==> config.mk <==
export PLATFORM = sky130hd
export DESIGN_NAME = muldiv_unit_flat
export DESIGN_NICKNAME = d
export VERILOG_FILES = /design/src/rtl/muldiv_unit_if.sv /design/src/rtl/muldiv_unit.sv /design/src/flat_wrapper.sv
export SDC_FILE = /design/constraint.sdc
export NUM_CORES = 1
export LEC_CHECK = 0
export BUFFER_PORTS_ARGS = -buffer_cell sky130_fd_sc_hd__buf_2
export CAP_MARGIN = 0
export CORE_MARGIN = 5
export CORE_UTILIZATION = 61
export DETAILED_ROUTE_END_ITERATION = 10
export MAX_ROUTING_LAYER = met4
export PLACE_DENSITY_LB_ADDON = 0.15
export REMOVE_ABC_BUFFERS = 1
export SYNTH_ARGS = -nofsm -noshare
export SYNTH_HDL_FRONTEND = slang
export SYNTH_SLANG_ARGS = --single-unit
==> constraint.sdc <==
create_clock -name clk_i -period 4.1 [get_ports clk_i]
set_clock_uncertainty 0.1 [all_clocks]
set_input_delay 0.205 -clock clk_i [delete_from_list [all_inputs] [get_ports clk_i]]
set_output_delay 0.205 -clock clk_i [all_outputs]
set_load 0.02 [all_outputs]
==> src/rtl/muldiv_unit_if.sv <==
// Request/response bundle between the execute-stage controller and muldiv_unit.
//   start       : request, taken only while busy is low
//   funct3      : op select (MUL, MULH, MULHSU, MULHU, DIV, DIVU, REM, REMU)
//   op_a, op_b  : rs1 / rs2 values, sampled on accept
//   flush       : abort the in-flight operation
//   busy        : operation in flight
//   done        : one-cycle pulse, result valid from this cycle on
//   result      : registered result, held until the next done
//   div_by_zero : registered with done, set for a divide/remainder by zero
interface muldiv_unit_if #(
    parameter int unsigned XLEN = 32
) ();
    logic            start;
    logic [2:0]      funct3;
    logic [XLEN-1:0] op_a;
    logic [XLEN-1:0] op_b;
    logic            flush;
    logic            busy;
    logic            done;
    logic [XLEN-1:0] result;
    logic            div_by_zero;

    modport master (
        output start, funct3, op_a, op_b, flush,
        input  busy, done, result, div_by_zero
    );

    modport slave (
        input  start, funct3, op_a, op_b, flush,
        output busy, done, result, div_by_zero
    );
endinterface

==> src/rtl/muldiv_unit.sv <==
// Iterative RISC-V M-extension unit: one shift-add or restoring-divide step per cycle.
// Fixed latency of XLEN+2 cycles from accept to done, independent of operand values.
//   clk_i   : system clock, rising edge
//   reset_i : synchronous active-high reset
//   bus     : muldiv_unit_if slave port (start/funct3/op_a/op_b/flush in,
//             busy/done/result/div_by_zero out)
module muldiv_unit #(
    parameter int unsigned XLEN = 32
) (
    input logic          clk_i,
    input logic          reset_i,
    muldiv_unit_if.slave bus
);
    localparam int unsigned CntW = $clog2(XLEN);

    typedef enum logic [1:0] {StIdle, StCalc, StFix} state_e;

    state_e              state_q, state_d;
    logic [2:0]          op_q, op_d;
    logic                sa_q, sa_d;
    logic                sb_q, sb_d;
    logic                bzero_q, bzero_d;
    // Multiplicand magnitude for multiplies, divisor magnitude for divides.
    logic [XLEN-1:0]     opnd_q, opnd_d;
    // Multiply: {partial product, remaining multiplier bits}.
    // Divide:   {partial remainder, dividend bits / quotient bits}.
    logic [2*XLEN-1:0]   prod_q, prod_d;
    logic [CntW-1:0]     cnt_q, cnt_d;
    logic [XLEN-1:0]     result_q, result_d;
    logic                done_q, done_d;
    logic                dbz_q, dbz_d;

    // Operand decode on the request side.
    logic                a_signed, b_signed;
    logic [XLEN-1:0]     a_mag, b_mag;

    assign a_signed = ~bus.funct3[2] ? (bus.funct3[1:0] != 2'b11) : ~bus.funct3[0];
    assign b_signed = ~bus.funct3[2] ? ~bus.funct3[1] : ~bus.funct3[0];
    // Negating the most-negative value yields 2^(XLEN-1), still correct when read unsigned.
    assign a_mag    = (a_signed & bus.op_a[XLEN-1]) ? -bus.op_a : bus.op_a;
    assign b_mag    = (b_signed & bus.op_b[XLEN-1]) ? -bus.op_b : bus.op_b;

    // Iteration datapath.
    logic [XLEN-1:0]     prod_hi, prod_lo;
    logic [XLEN:0]       mul_sum, div_trial, div_diff;
    logic                div_ge;

    assign prod_hi   = prod_q[2*XLEN-1:XLEN];
    assign prod_lo   = prod_q[XLEN-1:0];
    assign mul_sum   = {1'b0, prod_hi} + (prod_lo[0] ? {1'b0, opnd_q} : '0);
    assign div_trial = {prod_hi, prod_lo[XLEN-1]};
    assign div_diff  = div_trial - {1'b0, opnd_q};
    assign div_ge    = div_trial >= {1'b0, opnd_q};

    // Sign correction and special cases applied in FIX.
    logic [2*XLEN-1:0]   prod_s;
    logic [XLEN-1:0]     quot_s, rem_s, fix_res;

    assign prod_s = (sa_q ^ sb_q) ? -prod_q : prod_q;
    // Divide by zero leaves an all-ones quotient and the dividend magnitude as remainder;
    // the quotient must not be sign-corrected, the remainder sign fix restores op_a.
    // Signed overflow needs no override: |a|/1 = 2^(XLEN-1) with sa^sb = 0 is op_a.
    assign quot_s = bzero_q ? '1 : ((sa_q ^ sb_q) ? -prod_lo : prod_lo);
    assign rem_s  = sa_q ? -prod_hi : prod_hi;

    always_comb begin
        fix_res = prod_s[XLEN-1:0];
        unique case (op_q)
            3'b000:                 fix_res = prod_s[XLEN-1:0];
            3'b001, 3'b010, 3'b011: fix_res = prod_s[2*XLEN-1:XLEN];
            3'b100, 3'b101:         fix_res = quot_s;
            3'b110, 3'b111:         fix_res = rem_s;
            default:                fix_res = prod_s[XLEN-1:0];
        endcase
    end

    always_comb begin
        state_d  = state_q;
        op_d     = op_q;
        sa_d     = sa_q;
        sb_d     = sb_q;
        bzero_d  = bzero_q;
        opnd_d   = opnd_q;
        prod_d   = prod_q;
        cnt_d    = cnt_q;
        result_d = result_q;
        dbz_d    = dbz_q;
        done_d   = 1'b0;

        unique case (state_q)
            StIdle: begin
                // flush wins over a simultaneous start
                if (bus.start && !bus.flush) begin
                    op_d    = bus.funct3;
                    sa_d    = a_signed & bus.op_a[XLEN-1];
                    sb_d    = b_signed & bus.op_b[XLEN-1];
                    bzero_d = (bus.op_b == '0);
                    opnd_d  = bus.funct3[2] ? b_mag : a_mag;
                    prod_d  = {{XLEN{1'b0}}, (bus.funct3[2] ? a_mag : b_mag)};
                    cnt_d   = '0;
                    state_d = StCalc;
                end
            end
            StCalc: begin
                if (bus.flush) begin
                    state_d = StIdle;
                end else begin
                    if (op_q[2]) begin
                        prod_d = {(div_ge ? div_diff[XLEN-1:0] : div_trial[XLEN-1:0]),
                                  prod_lo[XLEN-2:0], div_ge};
                    end else begin
                        prod_d = {mul_sum, prod_lo[XLEN-1:1]};
                    end
                    cnt_d = cnt_q + CntW'(1);
                    if (cnt_q == CntW'(XLEN - 1)) begin
                        state_d = StFix;
                    end
                end
            end
            StFix: begin
                state_d = StIdle;
                if (!bus.flush) begin
                    result_d = fix_res;
                    dbz_d    = op_q[2] & bzero_q;
                    done_d   = 1'b1;
                end
            end
            default: state_d = StIdle;
        endcase
    end

    always_ff @(posedge clk_i) begin
        if (reset_i) begin
            state_q  <= StIdle;
            op_q     <= '0;
            sa_q     <= 1'b0;
            sb_q     <= 1'b0;
            bzero_q  <= 1'b0;
            opnd_q   <= '0;
            prod_q   <= '0;
            cnt_q    <= '0;
            result_q <= '0;
            done_q   <= 1'b0;
            dbz_q    <= 1'b0;
        end else begin
            state_q  <= state_d;
            op_q     <= op_d;
            sa_q     <= sa_d;
            sb_q     <= sb_d;
            bzero_q  <= bzero_d;
            opnd_q   <= opnd_d;
            prod_q   <= prod_d;
            cnt_q    <= cnt_d;
            result_q <= result_d;
            done_q   <= done_d;
            dbz_q    <= dbz_d;
        end
    end

    assign bus.busy        = (state_q != StIdle);
    assign bus.done        = done_q;
    assign bus.result      = result_q;
    assign bus.div_by_zero = dbz_q;
endmodule

==> src/flat_wrapper.sv <==
// flat-port wrapper written by rule: the top's interface ports become plain ports
module muldiv_unit_flat 
#(
    parameter int unsigned XLEN = 32
)
  (clk_i, reset_i, bus_start, bus_funct3, bus_op_a, bus_op_b, bus_flush, bus_busy, bus_done, bus_result, bus_div_by_zero);
  muldiv_unit_if #(.XLEN(XLEN)) bus_i ();
  input logic clk_i;
  input logic reset_i;
  input wire logic [$bits(bus_i.start)-1:0] bus_start;
  input wire logic [$bits(bus_i.funct3)-1:0] bus_funct3;
  input wire logic [$bits(bus_i.op_a)-1:0] bus_op_a;
  input wire logic [$bits(bus_i.op_b)-1:0] bus_op_b;
  input wire logic [$bits(bus_i.flush)-1:0] bus_flush;
  output wire logic [$bits(bus_i.busy)-1:0] bus_busy;
  output wire logic [$bits(bus_i.done)-1:0] bus_done;
  output wire logic [$bits(bus_i.result)-1:0] bus_result;
  output wire logic [$bits(bus_i.div_by_zero)-1:0] bus_div_by_zero;
  assign bus_i.start = bus_start;
  assign bus_i.funct3 = bus_funct3;
  assign bus_i.op_a = bus_op_a;
  assign bus_i.op_b = bus_op_b;
  assign bus_i.flush = bus_flush;
  assign bus_busy = bus_i.busy;
  assign bus_done = bus_i.done;
  assign bus_result = bus_i.result;
  assign bus_div_by_zero = bus_i.div_by_zero;
  muldiv_unit #(.XLEN(XLEN)) u_core (.clk_i(clk_i), .reset_i(reset_i), .bus(bus_i));
endmodule
* Word level (Yosys, flattened, before mapping)
Index checks and enable logic that the tools add are counted.
** Operators by class
- Add/subtract/negate cells :: 8
- Order comparisons :: 1
- Equal/unequal tests :: 14
- Muxes and demuxes :: 25
- Bitwise gates (word level) :: 8
- Reduce and logical (&&, ||, !) cells :: 15
** Operator list (count)
- 2-to-1 mux 32 bit :: 9
- 2-to-1 mux 64 bit :: 4
- negator 32 bit :: 4
- one-hot mux 32 bit (4 select lines) :: 1
- one-hot mux 64 bit (2 select lines) :: 1
- negator 64 bit :: 1
- adder 32 x 32 -> 33 bit :: 1
- >= comparator 33 x 32 -> 1 bit :: 1
- zero test 32 bit :: 1
- subtractor 32 bit :: 1
- equality test 3 bit, second input constant :: 4
- 2-to-1 mux 5 bit :: 2
- one-hot mux 5 bit (2 select lines) :: 1
- equality test 3 x 2 -> 1 bit, second input constant :: 2
- 2-to-1 mux 2 bit :: 3
- AND reduction 2 bit :: 3
- OR reduction 2 bit :: 3
- adder 5 x 1 -> 5 bit, second input constant :: 1
- equality test 5 bit, second input constant :: 1
- != test 2 bit, second input constant :: 2
- NOT 1 bit :: 4
- one-hot mux 2 bit (2 select lines) :: 1
- nonzero test 2 bit :: 2
- AND 1 bit :: 3
- 13 further kinds :: 15
** Storage, ports and cells
- Flip-flop bits (word level) :: 143
- Input port bits :: 71
- Output and inout port bits :: 35
- Logic and storage cells :: 82

* Longest topological paths before layout
Gate-level depths: netlist of the first run.
- Depth after elaboration :: 7
- Depth in mapped cells :: 15
- Mapped depth without buffers :: 14

* Least setup slack after synthesis of the first run
Ideal clock, no wire load.
- Kind :: reg-to-reg
- Start :: register u_core.prod_q[0]
- End :: register u_core.prod_q[62]
- Library setup time :: 0.101 ns
- Data arrival time :: 3.186 ns
- Data required time :: 3.899 ns
- Setup slack :: 0.713 ns
- Cell stages (with the launch flop) :: 15
- Buffers on the path :: 1
- Clock period less this slack :: 3.387 ns
- Path through :: dfxtp_1 inv_1 clkbuf_1 nor2_1 ha_1 a21o_1 a21o_1 a21o_1 a221o_1 a22o_1 a311oi_1 o21ai_0 xor2_1 nor2_1 o41ai_1
** On the way
- Longest elaborated chain between the ends :: 5
** Ends and longest elaborated chain
- start: declaration :: line muldiv_unit.sv:27 : logic [2*XLEN-1:0] prod_q, prod_d;
- start signal: assignment :: line muldiv_unit.sv:152 : prod_q <= prod_d;
- 2-to-1 mux 32 bit :: line muldiv_unit.sv:50 : assign mul_sum = {1'b0, prod_hi} + (prod_lo[0] ? {1'b0, opnd_q} : '0);
- adder 32 x 32 -> 33 bit :: line muldiv_unit.sv:50
- 2-to-1 mux 64 bit :: line muldiv_unit.sv:108 : if (op_q[2]) begin
- 2-to-1 mux 64 bit :: line muldiv_unit.sv:105 : if (bus.flush) begin
- one-hot mux 64 bit (2 select lines) :: line muldiv_unit.sv:90 : unique case (state_q)
No other way between the ends. The select of a mux whose other input is x is not followed.
A chain may end at the register's enable or synchronous reset.

* Worst setup path after layout of the first run
- Start :: register u_core.prod_q[0]
- End :: register u_core.prod_q[55]
Same word-level chain as after synthesis.

==> impl_metrics.yaml, run 1 <==
outcome:
  status: "complete, no violations"
logic_synthesis:
  synth.mux.area_fraction_pct: 5.457
  synth_adder_area_share_pct: 6.443
  ys_ff_latch: 143
  synth.cell_area_um2: 14220
  post-synth-top-count-cell: "nor2_1"
  synthCells: 2006
  synth_top_area_share_pct: 20.14
  synthArstFlopShare_pct: 0
  synth-simple-area-share_pct: 22.67
  ys_seq_area_share_pct: 20.14
  synth_top_area_cell: "dfxtp_1"
  yosysWarnings: 0
  synthXorXnorAreaFrac_pct: 11.09
  synth_cell_types: 76
  synth_flop_cell: "dfxtp_1"
  ys_top_cells_by_area: "dfxtp_1 (20%), nor2_1 (6.5%), a21oi_1 (6.5%)"
  synth_top_family_by_area: "compound AO/OA/AOI/OAI gates"
  synthTopCellsByCount: "nor2_1 (248), nand2_1 (201), a21oi_1 (185)"
  syn_area_per_cell_um2: 7.087
  synth-edff-count: 0
  synth_compound_area_share_pct: 28.75
final_layout:
  nets: 2196
  multiInputGateArea_um2: 10640
  fill_cells: 1998
  area_delta_synth_final_pct: 10.71
  regArea_um2: 2867
  final_area_um2: 15740
  drive_gt1_share_pct: 12.05
  antenna_cells: 0
power_and_ir_drop:
  ir_drop_mv: 0.2971
  p_per_area_nw_per_um2: 293.2
  p_leak_nw: 6.696
setup_path:
  rrSetupSlack_ps: 200
  critPathKind: "register to register"
  crit_path_start_kind: "register"
  cp_slowest_cell: "a21boi_0"
  cp_common_cell: "a21oi_1"
  startpoint: "u_core.prod_q[0]$_SDFFE_PP0P_"
  critPathTopFamily: "compound AO/OA/AOI/OAI gates"
  cp.buffers_inverters: 1
  reg2reg_to: "u_core.prod_q[55]$_SDFFE_PP0P_"
  worstPathCellList: "and2_1, ha_1, inv_1, fa_1, nor2b_1, o31ai_1, a31oi_1, a21boi_0, a21oi_1, a221o_1, a21oi_1, xor2_1, o21ai_0, a32o_1"
  max_stage_delay_ps: 620
  worstReg2RegStart: "u_core.prod_q[0]$_SDFFE_PP0P_"
  cp_data_required_time_ps: 4340
  crit_arrival_ps: 4140
  endpoint_kind: "register"
  crit_fanout: 8
  reg2regPathDepth: 14
route:
  wirelength_um: 52450
  drtAntennaViolNets: 0
  num_vias: 15960
  routedWlPerCell_um: 22.05
  first_pass_iters: 6
  vias_per_cell: 6.710
  initialDrtViolationCount: 2111
  route.detailed.drc: 0
clocking:
  clock-sinks: 143
  cts_max_path_buffers: 2
  cts_buffers: 17
  cts-htree-levels: 4
  cts.root.buffer_cell: "clkbuf_16"
  clkTransAtPathRegs_ps: 80
  clk_latency_ps: 440
  cts_tree: "done"
  postCtsSetupBuffers: 0
min_path:
  min_path_type: "input port to register"
  hold_start: "bus_op_b[31]"
  min_to: "u_core.opnd_q[31]$_SDFFE_PP0P_"
  holdPathStages: 3
job:
  cap_violations: 0
die:
  die_w_um: 162.7
  die-area_um2: 26460
  fp.dieH_um: 162.7
  core-area_um2: 22780
  ios: 106
  start_util_pct: 62.41
  fp-row-count: 55
global_route:
  grt_antenna_before_repair: 0
  gr-usage-met3_pct: 7.669
  grt_busiest_layer: "met2"
  grtUsageMet2_pct: 57.28
  grt_util_met1_pct: 52.86
  track_usage_pct: 39.46
  grt_max_degree: 73
  grt_first_pass_wirelength_um: 80980
  gr-total-overflow: 0
  grt_pass1_vias: 14420
sta:
  finalCritPeriodShare_pct: 95.05
  finalSetupViolCount: 0
  fin_setup_tns_ps: 0
  relSlewSlack_pct: 18.53
  final.min_clock_period_ps: 3897
  maxSlewViolCount: 0
  worst_pin_slew_ps: 1217
  hold_viol_final: 0
  rsz0062_at_grt: "no"
  fmax_ghz: 0.2566
place:
  post_dp_cell_area_um2: 15110
  gp_congestion: 1.067
  numPortBuffers: 105
  dpl.hpwl_um: 39780
-- through the flow --
stage	util [%]	cells	hold slack (ps)	setup WS [ps]	total power [mW]
floorplan	-	1865	174.1	-1630	2.479
global placement	66.36	2345	320.5	388.0	2.942
detailed placement	66.36	2345	330.3	316.0	2.964
CTS	69.07	2379	6.358	290.7	4.560
global route	69.10	2379	33.49	27.23	4.798
finish	69.10	2379	10.67	202.9	4.615
-- state kept, by name, summed over array words and instances (netlist names), 2 cells and up --
register and flops:
u_core.state_q 2, u_core.op_q 3, u_core.bus.result 32, u_core.opnd_q 32, u_core.prod_q 64, u_core.cnt_q 5
-- layout by cell type (no fill, tap or decap), types with 13 or more instances in the layout --
master     count
buf_2        105
clkbuf_16     17
mux2i_1       73
a221oi_1      14
o211ai_1      26
inv_1         55
nor2_1       247
nor4_1        16
nand2_1      201
o22ai_1       13
a21oi_1      185
nand3_1       36
a211oi_1      30
xnor2_1       84
dfxtp_1      142
a311oi_1      16
o221ai_1      13
a31oi_1       21
o31ai_1       27
or3_1         21
o21ai_0      149
nand2b_1      18
and2_1        14
ha_1          70
a21o_1        40
xor2_1        94
buf_4         61
a22o_1        19
and3_1        14
nor3_1        56
-- worst reg2reg max path, delay by kind of cell, from the launching register on --
kind	cells	cell delay, ps
buf+inv	1	90
fa+ha+maj	2	420
simple gates	2	270
xor+xnor	1	150
compound gates	8	2390
flops	1	390
-- what timing repair did --
item,4_1_cts,5_1_grt
setup endpoints to repair,0,2
hold endpoints to repair,2,0
hold buffers,2,0
resized for setup,0,2
-- final cells by class --
cell class,count,area share (%)
flip-flops and latches,143,18.21
multi-input cells,1664,67.61
inverters,58,1.383
clock inverters,15,1.097
clock buffers,17,2.703
repair buffers,169,6.503
well taps,313,2.488
-- per-layer routing --
metal | share of wire [%] | up-vias | routed length (um)
met5 | 0 | - | 0
met4 | 5.5 | 0 | 2887
met3 | 12 | 194 | 6256
met2 | 42 | 1043 | 22190
met1 | 40 | 7378 | 21120
li1 | - | 7349 | -
-- where the power goes --
part	internal (mW)	switching (mW)	total, mW
Clock	0.871	0.753	1.62
Combinational	0.545	0.908	1.45
Sequential	1.44	0.0944	1.54
-- worst max-delay path by stage --
stage                                                    end  cells after the start  slack [ps]
final                         u_core.prod_q[55]$_SDFFE_PP0P_                     14         200
after global placement        u_core.prod_q[59]$_SDFFE_PP0P_                     13         390
after CTS                     u_core.prod_q[59]$_SDFFE_PP0P_                     13         290
after floorplan           u_core.bus.result[26]$_SDFFE_PP0P_                     10       -1630
after detailed placement      u_core.prod_q[59]$_SDFFE_PP0P_                     13         320
after global routing          u_core.prod_q[55]$_SDFFE_PP0P_                     14          30
-- cell families after synthesis --
logic type | count (synthesis)
simple gates | 694
buf+inv | 199
xor+xnor | 180
compound gates | 641
flops | 143
fa+ha+maj | 72
mux | 77
No activity file was read; power rests on OpenSTA's default activity.
==> run 2, diff against run 1 <==
--- a/config.mk
+++ b/config.mk
@@ -8,7 +8,7 @@
 export BUFFER_PORTS_ARGS = -buffer_cell sky130_fd_sc_hd__buf_2
 export CAP_MARGIN = 0
 export CORE_MARGIN = 5
-export CORE_UTILIZATION = 61
+export CORE_UTILIZATION = 57
 export DETAILED_ROUTE_END_ITERATION = 10
 export MAX_ROUTING_LAYER = met4
 export PLACE_DENSITY_LB_ADDON = 0.15
==> constraint.sdc (replaced) <==
create_clock -name clk_i -period 3.3 [get_ports clk_i]
set_clock_uncertainty 0.1 [all_clocks]
set_input_delay 0.165 -clock clk_i [delete_from_list [all_inputs] [get_ports clk_i]]
set_output_delay 0.165 -clock clk_i [all_outputs]
set_load 0.02 [all_outputs]
==> run 2 against run 1 <==
Against the previous run:
- the run now ends with negative setup slack left
- sequential share of layout area fell by 1.5 points
- power rose by 31%
- non-clock buffer count rose by 127
- clock-buffer cell count did not move
- hold slack improved by 25 ps
- critical path type unchanged
- largest cell class unchanged
==> impl_metrics.yaml, run 2 (synthesis results as in run 1) <==
sta:
  worst_hold_slack_ps: 35.38
  maxSlewViolCount: 0
  hold_viol_final: 0
  rsz0062_at_grt: "yes"
  finalSetupViolCount: 1
  relSlewSlack_pct: 5.672
  final.min_clock_period_ps: 3306
  finalCritPeriodShare_pct: 100.2
  setup_ws_ps: -6.202
  fmax_ghz: 0.3025
  worst_pin_slew_ps: 1410
die:
  die-area_um2: 28200
  fp-row-count: 57
  core-area_um2: 24460
  die_w_um: 167.9
  fp.dieH_um: 167.9
  ios: 106
  start_util_pct: 58.11
setup_path:
  crit_fanout: 6
  cp.buffers_inverters: 4
  crit_arrival_ps: 3540
  worstPathCellList: "inv_1, buf_4, ha_4, o211ai_1, nor3_4, o31ai_4, and3_4, o211ai_1, a21oi_2, o21ai_4, buf_12, buf_12, mux2i_1, o21ai_0, a22o_1"
  critPathTopFamily: "compound AO/OA/AOI/OAI gates"
  reg2regPathDepth: 15
  max_stage_delay_ps: 320
  cp_slowest_cell: "nor3_4"
  endpoint_kind: "register"
  critPathKind: "register to register"
  crit_cells: 15
  startpoint: "u_core.opnd_q[5]$_SDFFE_PP0P_"
  cp_data_required_time_ps: 3540
  worstReg2RegStart: "u_core.opnd_q[5]$_SDFFE_PP0P_"
  crit_path_start_kind: "register"
final_layout:
  final_common_cell: "nor2_1"
  antenna_cells: 0
  area_delta_synth_final_pct: 20.69
  drive_gt1_share_pct: 19.79
  final_area_um2: 17160
  regMostFlops: "u_core.prod_q"
  final_cells: 2517
  largest_reg_flops: 64
  nets: 2323
  final_core_util_pct: 70.14
  layout_common_cells: "nor2_1 (244), nand2_1 (201), a21oi_1 (180)"
  fill_cells: 2114
min_path:
  hold_start: "reset_i"
  min_path_type: "input port to register"
  holdPathStages: 2
clocking:
  clkTransAtPathRegs_ps: 70
  cts.root.buffer_cell: "clkbuf_16"
  clock-sinks: 143
  cts_tree: "done"
  cts-htree-levels: 4
  cts_max_path_buffers: 2
  cts_buffers: 17
  clk_latency_ps: 440
power_and_ir_drop:
  p_comb_share_pct: 34.8
  p_leak_nw: 7.404
  switching_share_pct: 37.37
  p_int_mw: 3.795
  pwr-share-clk_pct: 34.4
  ir_drop_mv: 0.3263
  seq_power_share_pct: 30.8
  p_per_area_nw_per_um2: 353.2
  switchingPower_mw: 2.265
global_route:
  gr-total-overflow: 0
  track_usage_pct: 38.06
  grt_antenna_before_repair: 0
  grt_max_degree: 53
  grt_first_pass_wirelength_um: 84350
  grt_pass1_vias: 15110
place:
  post_dp_cell_area_um2: 16040
  placed_cells: 2476
  dpl.hpwl_um: 42370
  gp_congestion: 1.076
  numPortBuffers: 105
route:
  drtAntennaViolNets: 0
  initialDrtViolationCount: 2021
  vias_per_cell: 6.548
  wirelength_um: 55220
  first_pass_iters: 6
  route.detailed.drc: 0
  routedWlPerCell_um: 21.94
  num_vias: 16480
outcome:
  status: "finished with violations"
  violations: "negative setup slack"
job:
  cap_violations: 0
## run 2: cell count changes in the layout (fill, tap and decap cells not counted), sizes merged
cell         delta
clkinvlp        +2
dlygate4sd3     +1
buf           +124
clkbuf          +2
bufinv          +1
clkinv          -3
## run 2: routing by layer
metal / GRT usage [%] / vias to the layer above / wire [um]
li1: - / 7608 / -
met1: 50.60 / 7653 / 22760
met2: 56.60 / 1036 / 23780
met3: 6.589 / 184 / 5805
met4: 17.36 / 0 / 2877
met5: - / - / 0
## run 2: timing repair
action | in CTS | in global routing
cloned | 0 | 2
setup endpoints to repair | 31 | 37
pin swaps | 1 | 11
setup buffers | 0 | 4
hold buffers | 3 | 0
resized for setup | 14 | 72
endpoints found under the hold margin | 3 | 0
## run 2: layout make-up
cell class	instances	area (um2)	area share (%)
clock inverter	15	173.9	1.014
tap	324	405.4	2.363
sequential	143	2872	16.74
timing repair buffer	296	2058	12.00
multi-input combinational	1664	11010	64.14
inverter	58	217.7	1.269
clock buffer	17	425.4	2.479
## run 2: power by group through the flow
stage | clock network, mW | logic [mW] | registers, mW
6_report | 2.08 | 2.11 | 1.87
5_1_grt | 2.13 | 2.25 | 1.87
4_1_cts | 2.07 | 1.93 | 1.86
3_5_place_dp | 0 | 1.90 | 1.90
3_3_place_gp | 0 | 1.88 | 1.90
2_1_floorplan | 0 | 1.17 | 1.91
## run 2: worst paths after layout
| check | slack, ps | to |
|---|---|---|
| worst max-delay path | -6 | u_core.prod_q[40]$_SDFFE_PP0P_ |
| worst min-delay path | 40 | u_core.prod_q[16]$_SDFFE_PP0P_ |
| worst max register to register | -6 | u_core.prod_q[40]$_SDFFE_PP0P_ |
| worst min register to register | 340 | u_core.bus.result[1]$_SDFFE_PP0P_ |
## run 2: per-stage QoR
stage	total power [mW]	TNS (ps)	setup WS, ps
global placement	3.775	-1005	-245.7
finish	6.060	-6.202	-6.202
detailed placement	3.804	-2336	-262.7
floorplan	3.080	-138130	-2430
CTS	5.857	0	2.238
global route	6.256	-334.1	-68.83
